`src/rtl/reg_hex_display_pkg.sv`:
```
`default_nettype none
// ============================================================================
// Module   : reg_hex_display_pkg
// Purpose  : Shared constants and the nibble-to-segment decoder for the
//            8-digit hex register display.
// Revision : 1.0 - initial release
// ============================================================================
package reg_hex_display_pkg;

    localparam int NUM_DIGITS = 8;

    // Active-low segment patterns, bit order {g,f,e,d,c,b,a}
    localparam logic [6:0] SEG_0     = 7'b1000000;
    localparam logic [6:0] SEG_1     = 7'b1111001;
    localparam logic [6:0] SEG_2     = 7'b0100100;
    localparam logic [6:0] SEG_3     = 7'b0110000;
    localparam logic [6:0] SEG_4     = 7'b0011001;
    localparam logic [6:0] SEG_5     = 7'b0010010;
    localparam logic [6:0] SEG_6     = 7'b0000010;
    localparam logic [6:0] SEG_7     = 7'b1111000;
    localparam logic [6:0] SEG_8     = 7'b0000000;
    localparam logic [6:0] SEG_9     = 7'b0010000;
    localparam logic [6:0] SEG_A     = 7'b0001000;
    localparam logic [6:0] SEG_B     = 7'b0000011;
    localparam logic [6:0] SEG_C     = 7'b1000110;
    localparam logic [6:0] SEG_D     = 7'b0100001;
    localparam logic [6:0] SEG_E     = 7'b0000110;
    localparam logic [6:0] SEG_F     = 7'b0001110;
    localparam logic [6:0] SEG_BLANK = 7'b1111111;

    // Map one hex nibble onto its active-low segment pattern
    function automatic logic [6:0] hex_to_seg(input logic [3:0] nibble);
        logic [6:0] w_seg;
        w_seg = SEG_BLANK;
        case (nibble)
            4'h0: w_seg = SEG_0;
            4'h1: w_seg = SEG_1;
            4'h2: w_seg = SEG_2;
            4'h3: w_seg = SEG_3;
            4'h4: w_seg = SEG_4;
            4'h5: w_seg = SEG_5;
            4'h6: w_seg = SEG_6;
            4'h7: w_seg = SEG_7;
            4'h8: w_seg = SEG_8;
            4'h9: w_seg = SEG_9;
            4'hA: w_seg = SEG_A;
            4'hB: w_seg = SEG_B;
            4'hC: w_seg = SEG_C;
            4'hD: w_seg = SEG_D;
            4'hE: w_seg = SEG_E;
            4'hF: w_seg = SEG_F;
            default: w_seg = SEG_BLANK;
        endcase
        return w_seg;
    endfunction

endpackage
`default_nettype wire

```
`src/rtl/button_debounce.sv`:
```
`default_nettype none
// ============================================================================
// Module   : button_debounce
// Purpose  : Two-flop synchronizer, stability-count debouncer and a single
//            press pulse on each accepted rising edge of a raw pushbutton.
// Revision : 1.0 - initial release
// ============================================================================
module button_debounce #(
    parameter int DEBOUNCE_CYCLES = 500000
) (
    input  logic i_clk,
    input  logic i_rst_n,
    input  logic i_button,
    output logic o_press
);

    localparam int             CNT_W     = (DEBOUNCE_CYCLES > 2) ? $clog2(DEBOUNCE_CYCLES) : 1;
    localparam logic [CNT_W-1:0] c_cnt_max = CNT_W'(DEBOUNCE_CYCLES - 1);

    logic [1:0]       r_sync;
    logic             r_level;
    logic [CNT_W-1:0] r_cnt;
    logic             r_press;

    // Bring the asynchronous button level into the clock domain
    always_ff @(posedge i_clk or negedge i_rst_n) begin
        if (!i_rst_n) begin
            r_sync <= 2'b00;
        end else begin
            r_sync <= {r_sync[0], i_button};
        end
    end

    // Accept a new level only after it has differed for DEBOUNCE_CYCLES
    // consecutive cycles; the pulse is raised in the same cycle the level
    // rises, so holding the button yields exactly one pulse
    always_ff @(posedge i_clk or negedge i_rst_n) begin
        if (!i_rst_n) begin
            r_level <= 1'b0;
            r_cnt   <= '0;
            r_press <= 1'b0;
        end else begin
            r_press <= 1'b0;
            if (r_sync[1] == r_level) begin
                r_cnt <= '0;
            end else if (r_cnt == c_cnt_max) begin
                r_level <= r_sync[1];
                r_cnt   <= '0;
                r_press <= r_sync[1];
            end else begin
                r_cnt <= r_cnt + 1'b1;
            end
        end
    end

    assign o_press = r_press;

endmodule
`default_nettype wire

```
`src/rtl/reg_hex_display.sv`:
```
`default_nettype none
// ============================================================================
// Module   : reg_hex_display
// Purpose  : Shows one of two 32-bit register taps in hex on an 8-digit
//            multiplexed common-anode display. Buttons select the source and
//            freeze the display; the shown value only changes at frame wrap.
// Revision : 1.0 - initial release
// ============================================================================
module reg_hex_display
    import reg_hex_display_pkg::*;
#(
    parameter int SCAN_DIV        = 50000,
    parameter int DEBOUNCE_CYCLES = 500000
) (
    input  logic        clock,
    input  logic        reset,
    input  logic [31:0] data_reg1,
    input  logic [31:0] data_reg2,
    input  logic        sel_button,
    input  logic        freeze_button,
    output logic [6:0]  seg,
    output logic [7:0]  an,
    output logic        dp,
    output logic        sel_led,
    output logic        frozen_led
);

    localparam int               PRE_W     = (SCAN_DIV > 2) ? $clog2(SCAN_DIV) : 1;
    localparam logic [PRE_W-1:0] c_pre_max = PRE_W'(SCAN_DIV - 1);
    localparam int               DIG_W     = $clog2(NUM_DIGITS);
    localparam logic [DIG_W-1:0] c_dig_max = DIG_W'(NUM_DIGITS - 1);

    logic             w_sel_press;
    logic             w_frz_press;
    logic             w_terminal;
    logic             w_frame_wrap;
    logic [3:0]       w_nibble;

    logic [PRE_W-1:0] r_prescale;
    logic [DIG_W-1:0] r_digit;
    logic [31:0]      r_snapshot;
    logic             r_select;
    logic             r_freeze;
    logic [6:0]       r_seg;
    logic [7:0]       r_an;
    logic             r_dp;

    button_debounce #(
        .DEBOUNCE_CYCLES (DEBOUNCE_CYCLES)
    ) u_sel_debounce (
        .i_clk    (clock),
        .i_rst_n  (reset),
        .i_button (sel_button),
        .o_press  (w_sel_press)
    );

    button_debounce #(
        .DEBOUNCE_CYCLES (DEBOUNCE_CYCLES)
    ) u_frz_debounce (
        .i_clk    (clock),
        .i_rst_n  (reset),
        .i_button (freeze_button),
        .o_press  (w_frz_press)
    );

    assign w_terminal   = (r_prescale == c_pre_max);
    assign w_frame_wrap = w_terminal && (r_digit == c_dig_max);
    assign w_nibble     = r_snapshot[{r_digit, 2'b00} +: 4];

    // Each press toggles its mode; simultaneous presses both take effect
    always_ff @(posedge clock or negedge reset) begin
        if (!reset) begin
            r_select <= 1'b0;
            r_freeze <= 1'b0;
        end else begin
            r_select <= r_select ^ w_sel_press;
            r_freeze <= r_freeze ^ w_frz_press;
        end
    end

    // Digit scan: prescaler sets the per-digit dwell, digit wraps every frame
    always_ff @(posedge clock or negedge reset) begin
        if (!reset) begin
            r_prescale <= '0;
            r_digit    <= '0;
        end else if (w_terminal) begin
            r_prescale <= '0;
            r_digit    <= r_digit + 1'b1;
        end else begin
            r_prescale <= r_prescale + 1'b1;
        end
    end

    // Sample the selected register only at frame wrap so digits never tear
    always_ff @(posedge clock or negedge reset) begin
        if (!reset) begin
            r_snapshot <= '0;
        end else if (w_frame_wrap && !r_freeze) begin
            r_snapshot <= r_select ? data_reg2 : data_reg1;
        end
    end

    // Register the pad drives one cycle behind digit index and snapshot
    always_ff @(posedge clock or negedge reset) begin
        if (!reset) begin
            r_an  <= 8'hFE;
            r_seg <= SEG_0;
            r_dp  <= 1'b1;
        end else begin
            r_an  <= ~(NUM_DIGITS'(1) << r_digit);
            r_seg <= hex_to_seg(w_nibble);
            r_dp  <= ~((r_digit == '0) && r_freeze);
        end
    end

    assign an         = r_an;
    assign seg        = r_seg;
    assign dp         = r_dp;
    assign sel_led    = r_select;
    assign frozen_led = r_freeze;

endmodule
`default_nettype wire

```
`config.mk`:
```
export PLATFORM = sky130hd
export DESIGN_NAME = reg_hex_display
export DESIGN_NICKNAME = d
export VERILOG_FILES = /design/src/rtl/reg_hex_display_pkg.sv /design/src/rtl/button_debounce.sv /design/src/rtl/reg_hex_display.sv
export SDC_FILE = /design/constraint.sdc
export NUM_CORES = 1
export LEC_CHECK = 0
export CORE_ASPECT_RATIO = 1.2
export CORE_MARGIN = 5
export CORE_UTILIZATION = 35
export CTS_CLUSTER_SIZE = 16
export DETAILED_ROUTE_END_ITERATION = 10
export MAX_ROUTING_LAYER = met4
export SYNTH_ARGS = -nofsm -noshare
export SYNTH_HDL_FRONTEND = slang
export SYNTH_SLANG_ARGS = --single-unit
```
`constraint.sdc`:
```
create_clock -name clock -period 5.9 [get_ports clock]
set_input_delay 0.59 -clock clock [delete_from_list [all_inputs] [get_ports clock]]
set_output_delay 0.59 -clock clock [all_outputs]
set_load 0.05 [all_outputs]
```
==> results of run 1 <==
==> path summary, 6_finish.rpt <==
path | slack [ns] | cells past startpoint | endpoint | start
setup / recovery | 2.89 | 1 | sel_led | sel_led
hold / removal | 0.29 | 1 | u_sel_debounce.r_cnt[10] | reset
setup reg to reg | 3.12 | 5 | r_snapshot[7] | r_digit[0]
hold reg to reg | 0.35 | 0 | u_frz_debounce.r_sync[1] | u_frz_debounce.r_sync[0]
max in group asynchronous | 4.47 | 2 | r_snapshot[10] | reset
min in group clock | 0.35 | 0 | u_frz_debounce.r_sync[1] | u_frz_debounce.r_sync[0]
==> power breakdown <==
part	total [mW]	leakage, nW	internal, mW	switching [mW]
clock network	0.994	0.288	0.643	0.352
logic	0.0808	1.06	0.0467	0.0341
registers	0.799	1.36	0.795	0.00460
==> cells by family after synthesis <==
group | share of synthesized area
buffers and inverters | 0.0299
AO/OA/AOI/OAI | 0.100
adder cells (fa/ha/maj) | 0.0310
XOR/XNOR | 0.0590
AND/OR/NAND/NOR | 0.148
flip-flops | 0.512
multiplexers | 0.119
==> registers in the layout, indices dropped and copies added, names as in the netlist, 3 cells and up <==
signal and cells:
an 8, u_sel_debounce.r_cnt 19, r_prescale 16, r_digit 3, seg 7, u_frz_debounce.r_cnt 19, r_snapshot 32
==> routing by layer <==
layer | wire, um | vias up | global-route usage
met5 | 0 | - | -
met4 | 211 | 0 | 0.0553
met3 | 492 | 19 | 0.0365
met2 | 6470 | 85 | 0.238
met1 | 5370 | 2022 | 0.165
li1 | - | 2031 | -
==> cell type report <==
type | instances | area, sq um | share of cell area
clock buffers | 24 | 512 | 0.0705
well taps | 208 | 260 | 0.0359
clock inverters | 8 | 73.8 | 0.0102
inverters | 19 | 71.3 | 0.00983
multi-input cells | 364 | 2590 | 0.356
flip-flops and latches | 115 | 2890 | 0.398
repair buffers | 87 | 863 | 0.119
==> stage by stage <==
stage               worst slack [ns]  hold WS [ns]  cell area [sq um]  utilization
floorplan                       3.60         0.294               5650            -
global placement                3.30         0.333               6670        0.425
detailed placement              3.11         0.336               6670        0.425
CTS                             2.82         0.341               7260        0.462
global route                    2.77         0.364               7260        0.462
finish                          2.89         0.294               7260        0.462
==> worst register-to-register path, delay by kind of cell, from the launching register on <==
kind / cells / cell delay [ns]
and+or+nand+nor: 2 / 1.26
adders and majority gates: 2 / 0.44
DFF: 1 / 0.71
AOI/OAI and AO/OA: 1 / 0.27
==> cells in the mapped netlist (all sizes together) (3+ instances only) <==
| master | n | area, sq um |
|---|---|---|
| buf | 5 | 26.3 |
| and3 | 6 | 37.5 |
| mux2 | 6 | 67.6 |
| xnor2 | 21 | 184 |
| nand4 | 13 | 87.6 |
| ha | 14 | 175 |
| nand3 | 18 | 108 |
| mux4 | 8 | 180 |
| nor3b | 3 | 22.5 |
| a21oi | 15 | 75.1 |
| or3 | 10 | 63.8 |
| mux2i | 41 | 427 |
| dfrtp | 106 | 2650 |
| clkbuf | 19 | 71.3 |
| nor4 | 6 | 37.5 |
| nor3 | 7 | 35.0 |
| o31ai | 8 | 60.1 |
| xor2 | 17 | 149 |
| dfstp | 9 | 236 |
| nand2 | 26 | 97.6 |
| nor2 | 36 | 135 |
| nand2b | 3 | 18.8 |
| or4 | 9 | 67.6 |
| inv | 19 | 71.3 |
| and2 | 3 | 18.8 |
| nor4bb | 3 | 30.0 |
| o21ai | 76 | 384 |
==> run metrics, run 1 <==
commonest non-fill, non-tap cell in the layout=dfrtp_1; minimum clock period after layout=around 3 ns; clock sinks=around 120; total gr overflow=0; clk_skew=~0.010 ns; most frequent cells in the layout=dfrtp_1, clkdlybuf4s50_1, o21ai_0; post-route ant nets=0; Port-buffer cells=85; Syn Nets=~600; crit path buf inv count=1; row count=50; Max-cap violations=0; register area share after synthesis=0.512; Final nets=about 690; Die Ht=approximately 150 um; YS warnings=0; max-slew violations=0; post-route insts no fill=~830; H-Tree Level Count=4; final period utilization=0.511; HPWL Detailed=approximately 9100 um; Remaining DRCs=0; Max Fclk=around 330 MHz; DIE AREA=0.0188 sq mm; DR vias/cell=between 5 and 6; antenna violations before repair=0; Final setup viols=0; Area Overhead vs Synth=28.6%; placed cell count=793; Tightest Pin Transition=1.01 ns; ys async rst share=1.00; filler instances=1446; gr usage total=0.142; Post-Syn Area per Cell=about 11 sq um; gpl congestion=between 0.8 and 0.9; P_leak=between 2 and 3 nW; # IOs=86; setup_tns=0 ns; worst skew pair latency=approximately 0.42 ns; Post-Route WL=roughly 13000 um; Worst setup EP type=output port; WP data arrival=roughly 2.4 ns; TritonRoute pass-1 iters=6; number of synthesized flops with an enable pin=0; Post-CTS Setup Inserts=0; global-route wire length before repair=around 21000 um; Syn Std Cell Area=~0.0056 sq mm; clock tree from TritonCTS=built; TritonCTS Buffers=17; Clock transition at path regs=around 0.05 ns; Cell Chain, Critical Path=clkdlybuf4s50_1; Wirelength per Cell=approximately 15 um; status=completed; vias in the first global route=about 4300; Worst setup SP type=register; hold-fix buffers at CTS=0; number of distinct library cells after synthesis=between 40 and 50; initial drt markers=180; Hold Vio Cnt, Final=0; pwr/cell area=between 200 and 300 mW/mm^2; DR vias=around 4200; layout cells sized above 1=0.113; Initial Util=0.360; largest net degree at the start of global routing=72; die width=around 130 um; worst min path class=input pin to async pin; Crit path max-delay family=flip-flops; most common flop cell mapped by yosys=dfrtp_1; slowest CP cell=dfrtp_2; Overall Power=about 1.9 mW; peak supply drop=between 0.15 and 0.2 mV; core area=around 0.016 sq mm; CP Max Fanout=34; root buffer cell=clkbuf_16; Synth Instances=522; Setup CP Type=register to output port; Slew HR=0.324; Critical Path RT=5.31 ns; # diodes=0; Largest stage delay, worst path=about 1.0 ns; Longest Clk Path Bufs=2; RSZ-0062 raised after global routing=no; Post-CTS Resized=0; #FFs+latches synth=around 120
Power figures use the tool's default switching activity.
==> run 2, diff against run 1 <==
clock period = 2.49 ns   (was 5.9 ns; I/O delays follow)
==> run 2 against run 1 <==
Sequential power grew 140%. Final cell count grew 1.5%. Non-clock buffer count grew 12. Register-to-register slack lost 2.9 ns. Worst hold slack lost 0.018 ns. Power grew 140%. Critical path type is now register to register.
==> run metrics, run 2 (synthesized netlist as in run 1, its figures left out) <==
status=completed; max FFs per register=32 (unchanged); core area=0.0157 sq mm (unchanged); DIE AREA=0.0188 sq mm (unchanged); Longest Clk Path Bufs=2 (unchanged); # IOs=86 (unchanged); peak supply drop=0.438 mV (+140%); largest net degree at the start of global routing=49 (-32%); minimum clock period after layout=roughly 2.3 ns; biggest regs=r_snapshot: 32 flops, u_frz_debounce.r_cnt: 19 flops, u_sel_debounce.r_cnt: 19 flops; post-route ant nets=0 (unchanged); max-slew violations=0 (unchanged); Finished Cell Area=0.00741 sq mm (+2.0%); TritonCTS Buffers=17 (unchanged); clock tree from TritonCTS=built; Biggest register=r_snapshot; antenna violations before repair=0 (unchanged); global-route wire length before repair=21400 um (+3.3%); final period utilization=0.909; Port-buffer cells=85 (unchanged); HPWL Detailed=9420 um (+3.9%); NetSw=0.878 mW (+120%); die width=126 um (unchanged); switch share=0.192 (-0.0159); worst skew pair latency=0.41 ns (about the same); gpl congestion=0.908 (+6.5%); # diodes=0 (unchanged); worst min path class=input pin to register; RSZ-0062 raised after global routing=no; Area Overhead vs Synth=31.2%; Internal Pwr Total=3.69 mW (+150%); Clock transition at path regs=0.05 ns (about the same); commonest non-fill, non-tap cell in the layout=dfrtp_1; Comb power frac=0.044 (about the same); Largest stage delay, worst path=0.61 ns (-0.42 ns); setup_tns=0 ns (unchanged); TritonRoute pass-1 iters=6 (unchanged); pwr/cell area=616 mW/mm^2 (+140%); H-Tree Level Count=4 (unchanged); Wirelength per Cell=15.4 um (+1.4%); Remaining DRCs=0 (unchanged); WP data arrival=2.55 ns (+0.13 ns); clk_skew=0.00748 ns (-0.00292 ns); Clk pwr share=0.541 (+0.011); Setup CP Type=register to register; initial drt markers=253 (+41%); Post-Route WL=12900 um (+2.9%); slowest CP cell=dfrtp_1; DR vias=4239 (+2.0%); sequential power share=0.415 (-0.011); Initial Util=0.360 (unchanged); total gr overflow=0 (unchanged); DR vias/cell=5.06 (+0.51%); Slew HR=0.588 (+0.264); root buffer cell=clkbuf_16; CP Max Fanout=9 (-74%); setup ws final=0.227 ns (-2.66 ns); Tightest Pin Transition=0.618 ns (-0.396 ns); Hold Vio Cnt, Final=0 (unchanged); Worst setup SP type=register; Max-cap violations=0 (unchanged); most frequent cells in the layout=dfrtp_1, clkdlybuf4s50_1, o21ai_0; Critical Path RT=2.78 ns (-2.53 ns); Worst setup EP type=register; P_leak=2.80 nW (+3.2%); Final setup viols=0 (unchanged); vias in the first global route=4431 (+3.6%); Final nets=698 (+1.7%); post-place instance area=0.00678 sq mm (+1.6%); gr usage total=0.146 (+0.00400); layout cells sized above 1=0.124 (+0.0106); Die Ht=149 um (unchanged); worst slack, placed=0.191 ns (-2.91 ns); Cell Chain, Critical Path=mux4_2 > mux2i_1 > inv_1 > ha_1 > and3_1 > a211o_1; Max Fclk=442 MHz; row count=50 (unchanged); clock sinks=115 (unchanged)
-- run 2: cell count changes in the layout (fill, tap and decap cells not counted), sizes merged --
cell         change
buf             +11
bufinv           +1
dlygate4sd3      +1
clkinvlp         -2
clkinv           -4
clkbuf           +5
-- run 2: through the flow --
stage          std cells  hold slack, ns  total power, mW  utilization
2_1_floorplan        522         -0.0466             1.96            -
4_1_cts              837           0.262             4.62        0.472
3_5_place_dp         804           0.307             2.13        0.432
5_1_grt              837           0.275             4.74        0.472
6_report             837           0.276             4.56        0.472
3_3_place_gp         804           0.305             2.12        0.432
-- run 2: final cells by class --
type / instances / area [sq um]
repair buffers: 99 / 981
fillers: 1458 / 8300
well taps: 208 / 260
flip-flops and latches: 115 / 2890
multi-input cells: 364 / 2590
clock inverters: 3 / 65.1
clock buffers: 29 / 551
inverters: 19 / 71.3
-- run 2: power by group through the flow --
stage	logic (mW)	registers, mW	clock network, mW
after floorplan	0.0374	1.92	0
after global placement	0.200	1.92	0
after detailed placement	0.205	1.92	0
after CTS	0.207	1.89	2.52
after global routing	0.224	1.89	2.62
final	0.201	1.89	2.47
-- run 2: critical path, delay by kind of cell (launching register included) --
family | cells | cell delay (ns)
muxes | 2 | 0.82
AOI/OAI and AO/OA | 1 | 0.21
DFF | 1 | 0.61
adders and majority gates | 1 | 0.24
and+or+nand+nor | 1 | 0.16
buffers and inverters | 1 | 0.10
-- run 2: routing by layer --
metal,vias up,global-route usage,part of all wire
li1,2065,-,-
met1,2065,0.170,0.42
met2,93,0.249,0.53
met3,16,0.0383,0.040
met4,0,0.0472,0.012
met5,-,-,0
-- run 2: final timing paths --
| check | from | to | slack, ns | cells after the start |
|---|---|---|---|---|
| setup / recovery | r_digit[0] | seg[0] | 0.23 | 6 |
| setup reg to reg | r_digit[0] | seg[0] | 0.23 | 6 |
| min in group asynchronous | reset | u_sel_debounce.r_cnt[7] | 0.40 | 2 |
| max in group asynchronous | reset | an[3] | 1.29 | 3 |
| hold reg to reg | u_frz_debounce.r_sync[0] | u_frz_debounce.r_sync[1] | 0.35 | 0 |
| hold / removal | sel_button | u_sel_debounce.r_sync[0] | 0.28 | 1 |
-- run 2: timing repair --
item                      4_1_cts  5_1_grt
gates resized for setup         0        0
hold endpoints to repair       44        0
hold buffers                    1        0
setup buffers                   0        0
==> run 3, diff against run 2 <==
CTS_BUF_LIST = sky130_fd_sc_hd__clkbuf_4   (was not set)
clock period = 2.07 ns   (was 2.49 ns; I/O delays follow)
==> run 3 against run 2 <==
Non-clock buffer count increased by 11. First-iteration DRC count decreased by 4.3%. Flip-flop and latch count unchanged. Clock power is 13% lower. Cell area down 1.0%. Die area did not move. Via count is 0.87% higher. Combinational power up 22%. Clock skew rose by 0.0053 ns. Critical endpoint unchanged.
==> run metrics, run 3 (synthesized netlist as in run 1, its figures left out) <==
status=completed; Longest Clk Path Bufs=2 (unchanged); WP data arrival=2.43 ns (-0.12 ns); CP Max Fanout=6 (-3); clk_skew=0.0128 ns (+0.00528 ns); Setup CP Type=register to register; Worst setup SP type=register; Tightest Pin Transition=0.504 ns (-0.114 ns); Finished Cell Area=0.00733 sq mm (-1.0%); Remaining DRCs=0 (unchanged); max-slew violations=0 (unchanged); clock tree from TritonCTS=built; hold slack=0.114 ns (-0.162 ns); DR vias=4276 (+0.87%); final period utilization=0.977 (+0.0681); Core Util, Final=0.467 (-0.00478); Wirelength per Cell=15.0 um (-2.8%); slowest CP cell=mux4_2; initial drt markers=242 (-4.3%); filler instances=1455 (-0.21%); Hold Vio Cnt, Final=0 (unchanged); worst setup path start=r_digit[0]; Crit Reg-Reg Endpoint=seg[0]; gpl congestion=0.839 (-7.5%); TritonRoute pass-1 iters=4 (-2); Critical Path RT=2.48 ns (-0.30 ns); Area Overhead vs Synth=29.9%; Max Fclk=495 MHz (+12%); pwr/cell area=636 mW/mm^2 (+3.3%); Reg2Reg Depth=5 (-1); post-route insts no fill=849 (+1.4%); Final setup viols=0 (unchanged); vias in the first global route=4314 (-2.6%); Hold Path Origin=freeze_button; Slew HR=0.663 (+0.0748); worst r2r src=r_digit[0]; core area=0.0157 sq mm (unchanged); H-Tree Level Count=4 (unchanged); commonest non-fill, non-tap cell in the layout=dfrtp_1; worst min path class=input pin to register; global-route wire length before repair=21100 um (-1.7%); P_leak=2.75 nW (-1.9%); antenna violations before repair=1 (+1); layout cells sized above 1=0.158 (+0.0338); DIE AREA=0.0188 sq mm (unchanged); Hold Path Depth=1 (unchanged); most frequent cells in the layout=dfrtp_1, o21ai_0, clkdlybuf4s50_1; die width=126 um (unchanged); TritonCTS Buffers=17 (unchanged); DR vias/cell=5.04 (-0.55%); Largest stage delay, worst path=0.55 ns (-0.06 ns); Initial Util=0.360 (unchanged); Biggest register=r_snapshot; peak supply drop=0.283 mV (-35%); row count=50 (unchanged); placed cell count=814 (+1.2%); Die Ht=149 um (unchanged); Clock transition at path regs=0.10 ns (+0.05 ns); clock sinks=115 (unchanged); # IOs=86 (unchanged); gr usage total=0.141 (-0.00501); largest net degree at the start of global routing=40 (-18%); Final nets=709 (+1.6%); worst skew pair latency=0.52 ns (+0.11 ns); post-place instance area=0.00690 sq mm (+1.8%); Post-Route WL=12700 um (-1.4%); Overall Power=4.67 mW (+2.2%); root buffer cell=clkbuf_4; biggest regs=r_snapshot: 32 flops, u_frz_debounce.r_cnt: 19 flops, u_sel_debounce.r_cnt: 19 flops; Cell Chain, Critical Path=buf_4 > mux4_2 > mux2_2 > and3_1 > a211o_1; Port-buffer cells=85 (unchanged); Worst setup EP type=register; HPWL Detailed=9480 um (+0.71%); Hold EP=u_frz_debounce.r_sync[0]; post-route ant nets=0 (unchanged); max FFs per register=32 (unchanged); area of the multi-input gates=0.00264 sq mm (+2.1%); Max-cap violations=0 (unchanged); minimum clock period after layout=2.02 ns (-0.241 ns); FF-to-FF setup slack=0.05 ns (-0.18 ns); total gr overflow=0 (unchanged); Register Area=0.00289 sq mm (about the same)
==> run 3: cell types whose count changed in the layout (fill, tap and decap cells not counted), sizes merged <==
| cell | change |
|---|---|
| bufinv | +5 |
| dlygate4sd2 | +10 |
| clkinv | +5 |
| clkdlybuf4s50 | -11 |
| buf | +12 |
| clkbuf | -10 |
| diode | +1 |
==> run 3: what timing repair did <==
| action | in CTS | in global routing |
|---|---|---|
| hold buffers | 1 | 0 |
| buffers inserted | 0 | 1 |
| hold endpoints to repair | 78 | 0 |
| resized for setup | 10 | 14 |
| endpoints found under the setup margin | 11 | 20 |
==> run 3: worst max path at each step <==
| stage | to | slack [ns] | cells past startpoint |
|---|---|---|---|
| 3_5_place_dp | seg[0] | 0.02 | 7 |
| 2_1_floorplan | seg[0] | 0.006 | 7 |
| 6_report | seg[0] | 0.05 | 5 |
| 3_3_place_gp | seg[0] | 0.06 | 7 |
| 5_1_grt | seg[3] | -0.03 | 7 |
| 4_1_cts | seg[0] | -0.000002 | 7 |
==> run 3: where the power goes <==
part,leakage (nW),internal (mW),switching (mW)
Combinational,1.18,0.147,0.0998
Clock,0.203,1.33,0.815
Sequential,1.36,2.26,0.0125
==> run 3: area by class of cell <==
| type | count | share of cell area |
|---|---|---|
| Multi-Input combinational cell | 364 | 0.360 |
| Timing Repair Buffer | 110 | 0.148 |
| Inverter | 19 | 0.00973 |
| Antenna cell | 1 | 0.000341 |
| Clock buffer | 19 | 0.0195 |
| Tap cell | 208 | 0.0355 |
| Clock inverter | 13 | 0.0323 |
| Sequential cell | 115 | 0.394 |
==> run 3: worst max-delay path, delay by kind of cell (launching register included) <==
family / cells / cell delay, ns
buffers and inverters: 1 / 0.17
AOI/OAI and AO/OA: 1 / 0.23
muxes: 2 / 0.91
and+or+nand+nor: 1 / 0.19
DFF: 1 / 0.41
==> run 3: through the flow <==
step	setup slack [ns]	setup TNS (ns)
floorplan	0.00606	0
global placement	0.0586	0
detailed placement	0.0240	0
CTS	-0.00000222	-0.00000222
global route	-0.0332	-0.0363
finish	0.0478	0
==> run 3: routing by layer <==
metal | share of wire | up-vias | GRT usage | routed length [um]
li1 | - | 2077 | - | -
met1 | 0.43 | 2071 | 0.168 | 5460
met2 | 0.51 | 99 | 0.232 | 6450
met3 | 0.043 | 29 | 0.0390 | 546
met4 | 0.021 | 0 | 0.0483 | 271
met5 | 0 | - | - | 0
